## config.mk

```make
export PLATFORM = sky130hd
export DESIGN_NAME = tea_arbiter
export DESIGN_NICKNAME = d
export VERILOG_FILES = /design/src/rtl/tea_pkg.sv /design/src/rtl/tea_rr_arbiter.sv /design/src/rtl/tea_arbiter.sv
export SDC_FILE = /design/constraint.sdc
export NUM_CORES = 1
export LEC_CHECK = 0
export CAP_MARGIN = 20
export CORE_AREA = 2 2 309 311
export DETAILED_ROUTE_END_ITERATION = 10
export DIE_AREA = 0 0 311 313
export PLACE_DENSITY = 0.45
export SKIP_CTS_REPAIR_TIMING = 1
export SLEW_MARGIN = 40
export SYNTH_ARGS = -nofsm -noshare
export SYNTH_HDL_FRONTEND = slang
export SYNTH_HIERARCHICAL = 1
export SYNTH_SLANG_ARGS = --single-unit
```

## constraint.sdc

```tcl
create_clock -name i_clk -period 3.41 [get_ports i_clk]
set_input_delay 0.682 -clock i_clk [delete_from_list [all_inputs] [get_ports i_clk]]
set_output_delay 0.682 -clock i_clk [all_outputs]
set_load 0.005 [all_outputs]
```

## src/rtl/tea_pkg.sv

```systemverilog
// Shared types and constants for the TEA core arbiter.
package tea_pkg;

  localparam int TEA_ROUNDS  = 32;
  localparam int TEA_BLOCK_W = 64;
  localparam int TEA_KEY_W   = 128;
  localparam int TEA_NUM_REQ = 2;

  typedef enum logic [1:0] {
    IDLE,
    ISSUE,
    WAIT_CORE,
    RETURN
  } arb_state_e;

  // One-hot requester mask from a requester index.
  function automatic logic [TEA_NUM_REQ-1:0] req_bit(input logic idx);
    req_bit      = '0;
    req_bit[idx] = 1'b1;
  endfunction

endpackage

```

## src/rtl/tea_rr_arbiter.sv

```systemverilog
// Combinational 2-way round-robin grant: pointer breaks ties, a lone requester always wins.
module tea_rr_arbiter
  import tea_pkg::*;
(
  input  logic [TEA_NUM_REQ-1:0] req,
  input  logic                   ptr,
  output logic                   gnt_vld,
  output logic                   gnt_idx
);

  always_comb begin
    gnt_vld = |req;
    gnt_idx = ptr;
    if (req[0] && !req[1])      gnt_idx = 1'b0;
    else if (req[1] && !req[0]) gnt_idx = 1'b1;
  end

endmodule

```

## src/rtl/tea_arbiter.sv

```systemverilog
// Two-requester arbiter sharing one TEA core over AXI-Stream-style handshakes.
// Optional abort of a stalled core transaction when TEA_ARB_TIMEOUT_EN is defined.
module tea_arbiter
  import tea_pkg::*;
#(
  parameter int TIMEOUT_CYCLES = 64
) (
  input  logic                                    i_clk,
  input  logic                                    i_rst_n,
  input  logic [TEA_NUM_REQ-1:0][TEA_KEY_W-1:0]   i_key,
  input  logic [TEA_NUM_REQ-1:0]                  i_axis_valid_s,
  output logic [TEA_NUM_REQ-1:0]                  o_axis_ready_s,
  input  logic [TEA_NUM_REQ-1:0][TEA_BLOCK_W-1:0] i_axis_data_s,
  output logic [TEA_NUM_REQ-1:0]                  o_axis_valid_m,
  input  logic [TEA_NUM_REQ-1:0]                  i_axis_ready_m,
  output logic [TEA_NUM_REQ-1:0][TEA_BLOCK_W-1:0] o_axis_data_m,
  output logic [TEA_KEY_W-1:0]                    o_core_key,
  output logic                                    o_core_valid,
  input  logic                                    i_core_ready,
  output logic [TEA_BLOCK_W-1:0]                  o_core_data,
  input  logic                                    i_core_valid,
  output logic                                    o_core_ready,
  input  logic [TEA_BLOCK_W-1:0]                  i_core_data,
  output logic                                    o_busy,
  output logic                                    o_owner,
  output logic                                    o_timeout
);

  if (TIMEOUT_CYCLES < 1) begin : g_bad_timeout
    $error("TIMEOUT_CYCLES must be at least 1");
  end

  arb_state_e state, state_nxt;

  logic                   ptr;
  logic                   owner;
  logic [TEA_BLOCK_W-1:0] blk;
  logic [TEA_KEY_W-1:0]   key;
  logic [TEA_BLOCK_W-1:0] res;
  logic                   gnt_vld;
  logic                   gnt_idx;
  logic [TEA_NUM_REQ-1:0] ready_s;
  logic                   timeout_hit;

  tea_rr_arbiter u_rr (
    .req     (i_axis_valid_s),
    .ptr     (ptr),
    .gnt_vld (gnt_vld),
    .gnt_idx (gnt_idx)
  );

`ifdef TEA_ARB_TIMEOUT_EN
  localparam int TW = $clog2(TIMEOUT_CYCLES + 1);
  logic [TW-1:0] to_cnt;
  logic          to_flag;

  // Counts consecutive cycles spent waiting on the core; fires on the last allowed one.
  assign timeout_hit = ((state == ISSUE) || (state == WAIT_CORE)) &&
                       (to_cnt == TW'(TIMEOUT_CYCLES - 1));

  always_ff @(posedge i_clk or negedge i_rst_n) begin
    if (!i_rst_n) begin
      to_cnt  <= '0;
      to_flag <= 1'b0;
    end else begin
      if (((state == ISSUE) || (state == WAIT_CORE)) && !timeout_hit) to_cnt <= to_cnt + 1'b1;
      else                                                           to_cnt <= '0;
      if (timeout_hit) to_flag <= 1'b1;
    end
  end

  assign o_timeout = to_flag;
`else
  assign timeout_hit = 1'b0;
  assign o_timeout   = 1'b0;
`endif

  always_ff @(posedge i_clk or negedge i_rst_n) begin
    if (!i_rst_n) state <= IDLE;
    else          state <= state_nxt;
  end

  always_comb begin
    state_nxt      = state;
    o_busy         = (state != IDLE);
    o_core_valid   = (state == ISSUE);
    o_core_ready   = (state == WAIT_CORE);
    o_axis_valid_m = (state == RETURN) ? req_bit(owner) : '0;
    ready_s        = ((state == IDLE) && gnt_vld) ? req_bit(gnt_idx) : '0;
    case (state)
      IDLE:      if (gnt_vld)               state_nxt = ISSUE;
      ISSUE:     if (i_core_ready)          state_nxt = WAIT_CORE;
      WAIT_CORE: if (i_core_valid)          state_nxt = RETURN;
      RETURN:    if (i_axis_ready_m[owner]) state_nxt = IDLE;
      default:                              state_nxt = IDLE;
    endcase
    if (timeout_hit) state_nxt = IDLE;
  end

  // Ready is combinational from the request inputs, so hold it low while reset is asserted.
  assign o_axis_ready_s = ready_s & {TEA_NUM_REQ{i_rst_n}};

  always_ff @(posedge i_clk or negedge i_rst_n) begin
    if (!i_rst_n) begin
      ptr   <= 1'b0;
      owner <= 1'b0;
      blk   <= '0;
      key   <= '0;
      res   <= '0;
    end else begin
      if ((state == IDLE) && gnt_vld) begin
        blk   <= i_axis_data_s[gnt_idx];
        key   <= i_key[gnt_idx];
        owner <= gnt_idx;
      end
      if ((state == WAIT_CORE) && i_core_valid && !timeout_hit) res <= i_core_data;
      if (((state == RETURN) && i_axis_ready_m[owner]) || timeout_hit) ptr <= ~owner;
    end
  end

  assign o_core_key    = key;
  assign o_core_data   = blk;
  assign o_owner       = owner;
  assign o_axis_data_m = {TEA_NUM_REQ{res}};

endmodule

```

======== After elaboration in Yosys (flattened, before gate mapping) ========
Cells that the tools add are included.
word-level totals
  flip-flop bits (word level) ............. 260
  bits of input ports ..................... 456
  output and inout port bits .............. 329
  word-level logic and storage cells ...... 51
operators by class
  order comparisons ....................... 4
  eq/ne operators ......................... 7
  muxes and demuxes ....................... 19
  bitwise logic cells ..................... 2
  reduce and logical (&&, ||, !) cells .... 13
operators by type and width
  cell                                                   number
  2-to-1 mux 128 bit                                     2
  2-to-1 mux 64 bit                                      2
  2-to-1 mux 2 bit                                       6
  one-hot mux 2 bit (4 select lines)                     1
  logical AND 1 bit                                      7
  2-to-1 mux 1 bit                                       6
  inequality test 2 bit, second input constant           3
  == test 2 bit, second input constant                   2
  < comparator 1 x 2 -> 1 bit, second input constant     2
  AND reduction 4 bit                                    1
  AND 2 bit                                              1
  demux 1 bit (select 1 bit)                             2
  == test 2 x 1 -> 1 bit, second input constant          1
  >= comparator 1 bit, second input constant             2
  logical NOT 1 bit                                      2
  logical NOT 2 bit                                      1
  inequality test 2 x 1 -> 1 bit, second input constant  1
  nonzero test 2 bit                                     1
  OR reduction 2 bit                                     1
  NOT 1 bit                                              1

======== Longest topological paths before layout ========
Gate-level depths: netlist of run 1.
  word-level depth ........................ 10
  mapped depth ............................ 8
  mapped depth without buffers ............ 5

======== Modules after synthesis ========
The synthesis of run 1 kept the hierarchy.
by module, submodules not included
  module          instances  cells an instance  area each (µm²)  seq. area each (µm²)
  tea_arbiter     1          1,065              11,853.9         6,506.2
  tea_rr_arbiter  1          3                  21.3             0.0

======== Worst setup path before layout of run 1 ========
OpenSTA, ideal clock, no wires.
  path kind ............................... in2out
  start point ............................. input i_axis_valid_s[1]
  end point ............................... output o_axis_ready_s[0]
  arrival ................................. 1.667 ns
  data required time ...................... 2.728 ns
  setup slack ............................. 1.061 ns
  stages .................................. 7
  buffers on the path ..................... 3
  cell sequence ........................... or2_2 -> and2_1 -> buf_2 -> buf_2 -> buf_2 -> nand2_1 -> nor2_1
on the way
  word-level cells in the longest chain between the ends .. 9
  elaborated cells between the ends (all ways) .. 14
  those cells by class .................... order compare: 2; mux: 5; bitwise: 1; reduce/logical: 6
RTL lines
  what                                                                                      RTL line                                    source
  start: declaration                                                                        tea_arbiter.sv:11                           input logic [TEA_NUM_REQ-1:0] i_axis_valid_s,
  logical AND 1 bit or logical NOT 1 bit (tied branches)                                    tea_rr_arbiter.sv:15, tea_rr_arbiter.sv:14
  2-to-1 mux 1 bit or logical AND 1 bit (tied branches)                                     tea_rr_arbiter.sv:15, tea_rr_arbiter.sv:14
  2-to-1 mux 1 bit                                                                          tea_rr_arbiter.sv:14                        if (req[0] && !req[1]) gnt_idx = 1'b0;
  < comparator 1 x 2 -> 1 bit (implied by the code) or >= comparator 1 bit (tied branches)  tea_pkg.sv:19                               req_bit[idx] = 1'b1;
  logical AND 1 bit (implied by the code)                                                   tea_pkg.sv:19
  2-to-1 mux 1 bit (implied by the code)                                                    tea_pkg.sv:19
  demux 1 bit (select 1 bit)                                                                tea_pkg.sv:19
  2-to-1 mux 2 bit (*)                                                                      tea_arbiter.sv:89                           ready_s = ((state == IDLE) && gnt_vld) ? req_bit(gnt_idx) : '0;
  AND 2 bit (*)                                                                             tea_arbiter.sv:101                          assign o_axis_ready_s = ready_s & {TEA_NUM_REQ{i_rst_n}};
  end: declaration                                                                          tea_arbiter.sv:12                           output logic [TEA_NUM_REQ-1:0] o_axis_ready_s,
Every way passes the cells marked *; elsewhere a longest branch is shown, timed or not.

======== Worst setup path after layout of run 1 ========
  start point ............................. input i_axis_valid_s[0]
  end point ............................... output o_axis_ready_s[0]
on the way
  word-level cells in the longest chain between the ends .. 10
  elaborated cells between the ends (all ways) .. 14
  those cells by class .................... order compare: 2; mux: 5; bitwise: 1; reduce/logical: 6
RTL lines
  what                                                                                      RTL line              source
  logical NOT 1 bit                                                                         tea_rr_arbiter.sv:15  else if (req[1] && !req[0]) gnt_idx = 1'b1;
  logical AND 1 bit                                                                         tea_rr_arbiter.sv:15
  2-to-1 mux 1 bit                                                                          tea_rr_arbiter.sv:15
  2-to-1 mux 1 bit (*)                                                                      tea_rr_arbiter.sv:14
  named net gnt_idx                                                                         tea_arbiter.sv:41     logic gnt_idx;
  < comparator 1 x 2 -> 1 bit (implied by the code) or >= comparator 1 bit (tied branches)  tea_pkg.sv:19
  logical AND 1 bit (implied by the code)                                                   tea_pkg.sv:19
  2-to-1 mux 1 bit (implied by the code)                                                    tea_pkg.sv:19
  demux 1 bit (select 1 bit) (*)                                                            tea_pkg.sv:19
  2-to-1 mux 2 bit (*)                                                                      tea_arbiter.sv:89
  AND 2 bit (*)                                                                             tea_arbiter.sv:101
The timed path passes the listed nets; every way through them passes the cells marked *.

==> impl_results.html, run 1 <==
<table>
<tr><th>Metric</th><th>Value</th></tr>
<tr><th colspan="2">STA</th></tr>
<tr><td>Final setup violation count</td><td>0</td></tr>
<tr><td>Setup clock skew after layout</td><td>~0.0063 ns</td></tr>
<tr><td>Worst rel slew slack</td><td>approximately 46%</td></tr>
<tr><td>Unrepaired setup endpoints after global routing</td><td>false</td></tr>
<tr><td>Actual slew at the worst max-slew pin</td><td>0.803 ns</td></tr>
<tr><td>FMAX</td><td>0.310 GHz</td></tr>
<tr><td>Max-slew violation count</td><td>0</td></tr>
<tr><td>Final critical delay including setup and external delays</td><td>approximately 3.2 ns</td></tr>
<tr><td>Final-report hold violation count</td><td>0</td></tr>
<tr><td>Period utilisation layout</td><td>94.6%</td></tr>
<tr><th colspan="2">Global routing</th></tr>
<tr><td>Number of global-route vias before repair</td><td>11,300</td></tr>
<tr><td>Global-route wire length before repair</td><td>74,500 µm</td></tr>
<tr><td>Global route overflow</td><td>0</td></tr>
<tr><td>Number of antenna violations at the first check in global routing</td><td>2</td></tr>
<tr><td>Total global routing track utilization</td><td>between 10% and 20%</td></tr>
<tr><td>Largest net degree at the start of global routing</td><td>157</td></tr>
<tr><th colspan="2">Detailed routing</th></tr>
<tr><td>Antenna Nets Post-Route</td><td>0</td></tr>
<tr><td>Average detailed-routed wire length per instance</td><td>16.4 µm</td></tr>
<tr><td>DRC violations left</td><td>0</td></tr>
<tr><td>Via-per-instance ratio</td><td>3.43</td></tr>
<tr><td>Router iterations before antenna repair</td><td>4</td></tr>
<tr><td>Total vias in the final route</td><td>10,500</td></tr>
<tr><td>DRT Wirelength</td><td>50,300 µm</td></tr>
<tr><td>Starting DRC count in detailed routing</td><td>417</td></tr>
<tr><th colspan="2">Floorplanning</th></tr>
<tr><td>Area of the placeable core</td><td>94,200 µm²</td></tr>
<tr><td>Die ar.</td><td>97,300 µm²</td></tr>
<tr><td>Die extent in x</td><td>311 µm</td></tr>
<tr><td>Die H</td><td>313 µm</td></tr>
<tr><td>Placement Rows</td><td>~110</td></tr>
<tr><td>Initial cell density of the core</td><td>12.6%</td></tr>
<tr><td>Number of placed I/O pins</td><td>just under 800</td></tr>
<tr><th colspan="2">Setup path</th></tr>
<tr><td>Required time reported for the critical path endpoint</td><td>~2.7 ns</td></tr>
<tr><td>Kind of launch point of the worst setup path</td><td>input pin</td></tr>
<tr><td>Crit path capture type</td><td>primary output</td></tr>
<tr><td>Ordered list of cells on the worst path</td><td>clkdlybuf4s50_1 -&gt; inv_1 -&gt; maj3_4 -&gt; nor2_2 -&gt; clkdlybuf4s50_1</td></tr>
<tr><td>Arrival time at the worst endpoint</td><td>2.55 ns</td></tr>
<tr><td>Dominant cell type by count on the critical path</td><td>sky130_fd_sc_hd__clkdlybuf4s50_1</td></tr>
<tr><td>Type of the worst setup path</td><td>input pin to primary output</td></tr>
<tr><td>Critical Path Max Stage Delay</td><td>0.56 ns</td></tr>
<tr><td>Highest-delay cell along the critical path</td><td>sky130_fd_sc_hd__clkdlybuf4s50_1</td></tr>
<tr><td>Worst Path Buf+Inv</td><td>3</td></tr>
<tr><td>Crit path max fanout</td><td>4</td></tr>
<tr><td>CP Launch Point</td><td>i_axis_valid_s[0]</td></tr>
<tr><td>Kind of cell adding the most delay to the critical path</td><td>buffers and inverters</td></tr>
<tr><td>Worst reg2reg startpoint</td><td>state[0]</td></tr>
<tr><th colspan="2">CTS</th></tr>
<tr><td>Clock tree sinks</td><td>260</td></tr>
<tr><td>Worst skew pair latency</td><td>0.53 ns</td></tr>
<tr><td>CTS Buf Count</td><td>34</td></tr>
<tr><td>H-tree levels</td><td>2</td></tr>
<tr><td>CTS tree</td><td>done</td></tr>
<tr><td>Cell at the root of the clock tree</td><td>sky130_fd_sc_hd__clkbuf_16</td></tr>
<tr><td>Clk buf depth</td><td>3</td></tr>
<tr><td>Reg clk slew, reported paths</td><td>0.05 ns</td></tr>
<tr><th colspan="2">Cells and area</th></tr>
<tr><td>Post-Layout Inst Area</td><td>21,900 µm²</td></tr>
<tr><td>Proportion of layout cells with a drive suffix above 1</td><td>between 4 and 5%</td></tr>
<tr><td>Top library cells by usage in the layout, fill and taps aside</td><td>782 x sky130_fd_sc_hd__clkdlybuf4s50_1, 260 x sky130_fd_sc_hd__dfrtp_1, 194 x sky130_fd_sc_hd__mux2i_1</td></tr>
<tr><td>Most common library cell in the layout ignoring fill and taps</td><td>sky130_fd_sc_hd__clkdlybuf4s50_1</td></tr>
<tr><td>Final cell count without fillers</td><td>3,060</td></tr>
<tr><td>Layout net count</td><td>2,230</td></tr>
<tr><td>Post-synthesis to final-layout area growth</td><td>84.6%</td></tr>
<tr><th colspan="2">Yosys</th></tr>
<tr><td>Share of the synthesized area in the top cell type</td><td>54.8%</td></tr>
<tr><td>Count of cell types in the netlist</td><td>22</td></tr>
<tr><td>Mean Syn Cell Area</td><td>11.1 µm²</td></tr>
<tr><td>Post-synth EDFFs</td><td>0</td></tr>
<tr><td>Cell count after synthesis</td><td>1,068</td></tr>
<tr><td>Number of warnings printed during yosys synthesis</td><td>6</td></tr>
<tr><td>Top cell type by total area after synthesis</td><td>sky130_fd_sc_hd__dfrtp_1</td></tr>
<tr><td>Flip-flop and latch count after synthesis</td><td>260</td></tr>
<tr><td>Leading cell types by total area after synthesis</td><td>sky130_fd_sc_hd__dfrtp_1 55%, sky130_fd_sc_hd__mux2i_1 16%, sky130_fd_sc_hd__a21oi_1 8.1%</td></tr>
<tr><td>Fraction of registers with async set or reset after synthesis</td><td>100%</td></tr>
<tr><td>Cell area after synthesis</td><td>~12,000 µm²</td></tr>
<tr><td>Syn Nets</td><td>1,529</td></tr>
<tr><td>Post-synth top flop</td><td>sky130_fd_sc_hd__dfrtp_1</td></tr>
<tr><td>Sequential-to-total area share from yosys stat</td><td>54.8%</td></tr>
<tr><th colspan="2">Placed design</th></tr>
<tr><td>HPWL reported at the end of detailed placement</td><td>between 30,000 and 40,000 µm</td></tr>
<tr><td>Final GP Congestion</td><td>0.862</td></tr>
<tr><td>Cell total after placement</td><td>~3,000</td></tr>
<tr><td>Placed instance area</td><td>20,700 µm²</td></tr>
<tr><td>Number of buffer cells added on primary ports</td><td>783</td></tr>
<tr><th colspan="2">Power and ir drop</th></tr>
<tr><td>Reported leakage power</td><td>between 0.009 and 0.01 µW</td></tr>
<tr><td>Peak VDD IR</td><td>378 µV</td></tr>
<tr><td>P per Cell Area</td><td>around 820 nW/µm²</td></tr>
<tr><td>Tot Pwr</td><td>about 18,000 µW</td></tr>
<tr><th colspan="2">Run status</th></tr>
<tr><td>Run status</td><td>complete, no violations</td></tr>
<tr><th colspan="2">Min path</th></tr>
<tr><td>Hold_sp</td><td>o_core_data[18]</td></tr>
<tr><td>Hold crit path type</td><td>flip-flop to flip-flop</td></tr>
<tr><th colspan="2">Job</th></tr>
<tr><td>Maximum Capacitance Violations</td><td>0</td></tr>
</table>
-- worst register-to-register path, stage by stage, from the launching register on --
cell and delay, ns:
sky130_fd_sc_hd__dfrtp_1 0.40, sky130_fd_sc_hd__inv_1 0.14, sky130_fd_sc_hd__ha_1 0.24, sky130_fd_sc_hd__and2_4 0.25, sky130_fd_sc_hd__buf_4 0.27, sky130_fd_sc_hd__buf_12 0.41
sky130_fd_sc_hd__nor2_1 0.35, sky130_fd_sc_hd__a21oi_1 0.15
-- Yosys cell counts (5+ instances only) --
cell type	n
sky130_fd_sc_hd__ha_1	5
sky130_fd_sc_hd__buf_4	66
sky130_fd_sc_hd__dfrtp_1	260
sky130_fd_sc_hd__buf_2	42
sky130_fd_sc_hd__mux2_1	62
sky130_fd_sc_hd__buf_1	8
sky130_fd_sc_hd__a21oi_1	193
sky130_fd_sc_hd__nor2_1	194
sky130_fd_sc_hd__mux2i_1	194
sky130_fd_sc_hd__clkbuf_1	20
-- sequential cells by signal, indices dropped and copies added, names as in the netlist --
name	flops
o_core_key	128
o_core_data	64
res	64
state	2
o_owner	1
ptr	1
-- final timing paths --
check | to | slack [ns] | depth (start not counted)
max in group asynchronous | res[16] | 1.76 | 3
setup / recovery | o_axis_ready_s[0] | 0.18 | 5
hold reg to reg | o_core_data[18] | 0.52 | 2
setup reg to reg | o_core_key[99] | 1.12 | 7
min in group asynchronous | o_core_data[37] | 0.62 | 2
hold / removal | o_core_data[18] | 0.52 | 2
-- metal layers --
layer,track usage (%),part of all wire (%),vias to the layer above
met4,3.47,3.2,4
met3,4.45,9.9,74
met5,0,0.046,-
met1,10.6,36,4906
met2,17.6,50,493
li1,-,-,5004
-- where the power goes --
part           switching [µW]  internal, µW
clock                    1450          2370
combinational            3390          5020
sequential               1040          4640
total                    5880         12000
-- metrics by stage --
| step | setup TNS, ns | hold slack (ns) | util [%] | worst slack (ns) |
|---|---|---|---|---|
| 2_1_floorplan | 0 | 0.386 | - | 1.06 |
| 3_3_place_gp | -0.0241 | 0.503 | 22.0 | -0.0241 |
| 3_5_place_dp | 0 | 0.513 | 22.0 | 0.0432 |
| 4_1_cts | 0 | -0.0224 | 23.3 | 0.0209 |
| 5_1_grt | 0 | 0.546 | 23.3 | 0.119 |
| 6_report | 0 | 0.522 | 23.3 | 0.183 |
-- cell families after synthesis --
group / Yosys count / synth area share [%]
AND/OR/NAND/NOR: 206 / 6.69
other: 1 / 0.0316
adder cells (fa/ha/maj): 6 / 0.622
multiplexers: 260 / 22.6
flip-flops: 260 / 54.8
buffers and inverters: 140 / 6.95
AO/OA/AOI/OAI: 195 / 8.30
-- final cells by class --
| cell class | count | area (µm²) |
|---|---|---|
| Inverter | 4 | 15.0 |
| Fill cell | 10100 | 72200 |
| Timing Repair Buffer | 801 | 8090 |
| Tap cell | 1265 | 1580 |
| Clock buffer | 51 | 1020 |
| Multi-Input combinational cell | 668 | 4550 |
| Sequential cell | 260 | 6510 |
| Antenna cell | 1 | 2.50 |
| Clock inverter | 10 | 156 |
(Power assumes the default switching activity.)
==> run 2, diff against run 1 <==
- SLEW_MARGIN: 40 -> 25
- TNS_END_PERCENT: not set -> 50
==> results of run 2 <==
Same layout as run 1: the final DEF is identical, and so are final timing and power.
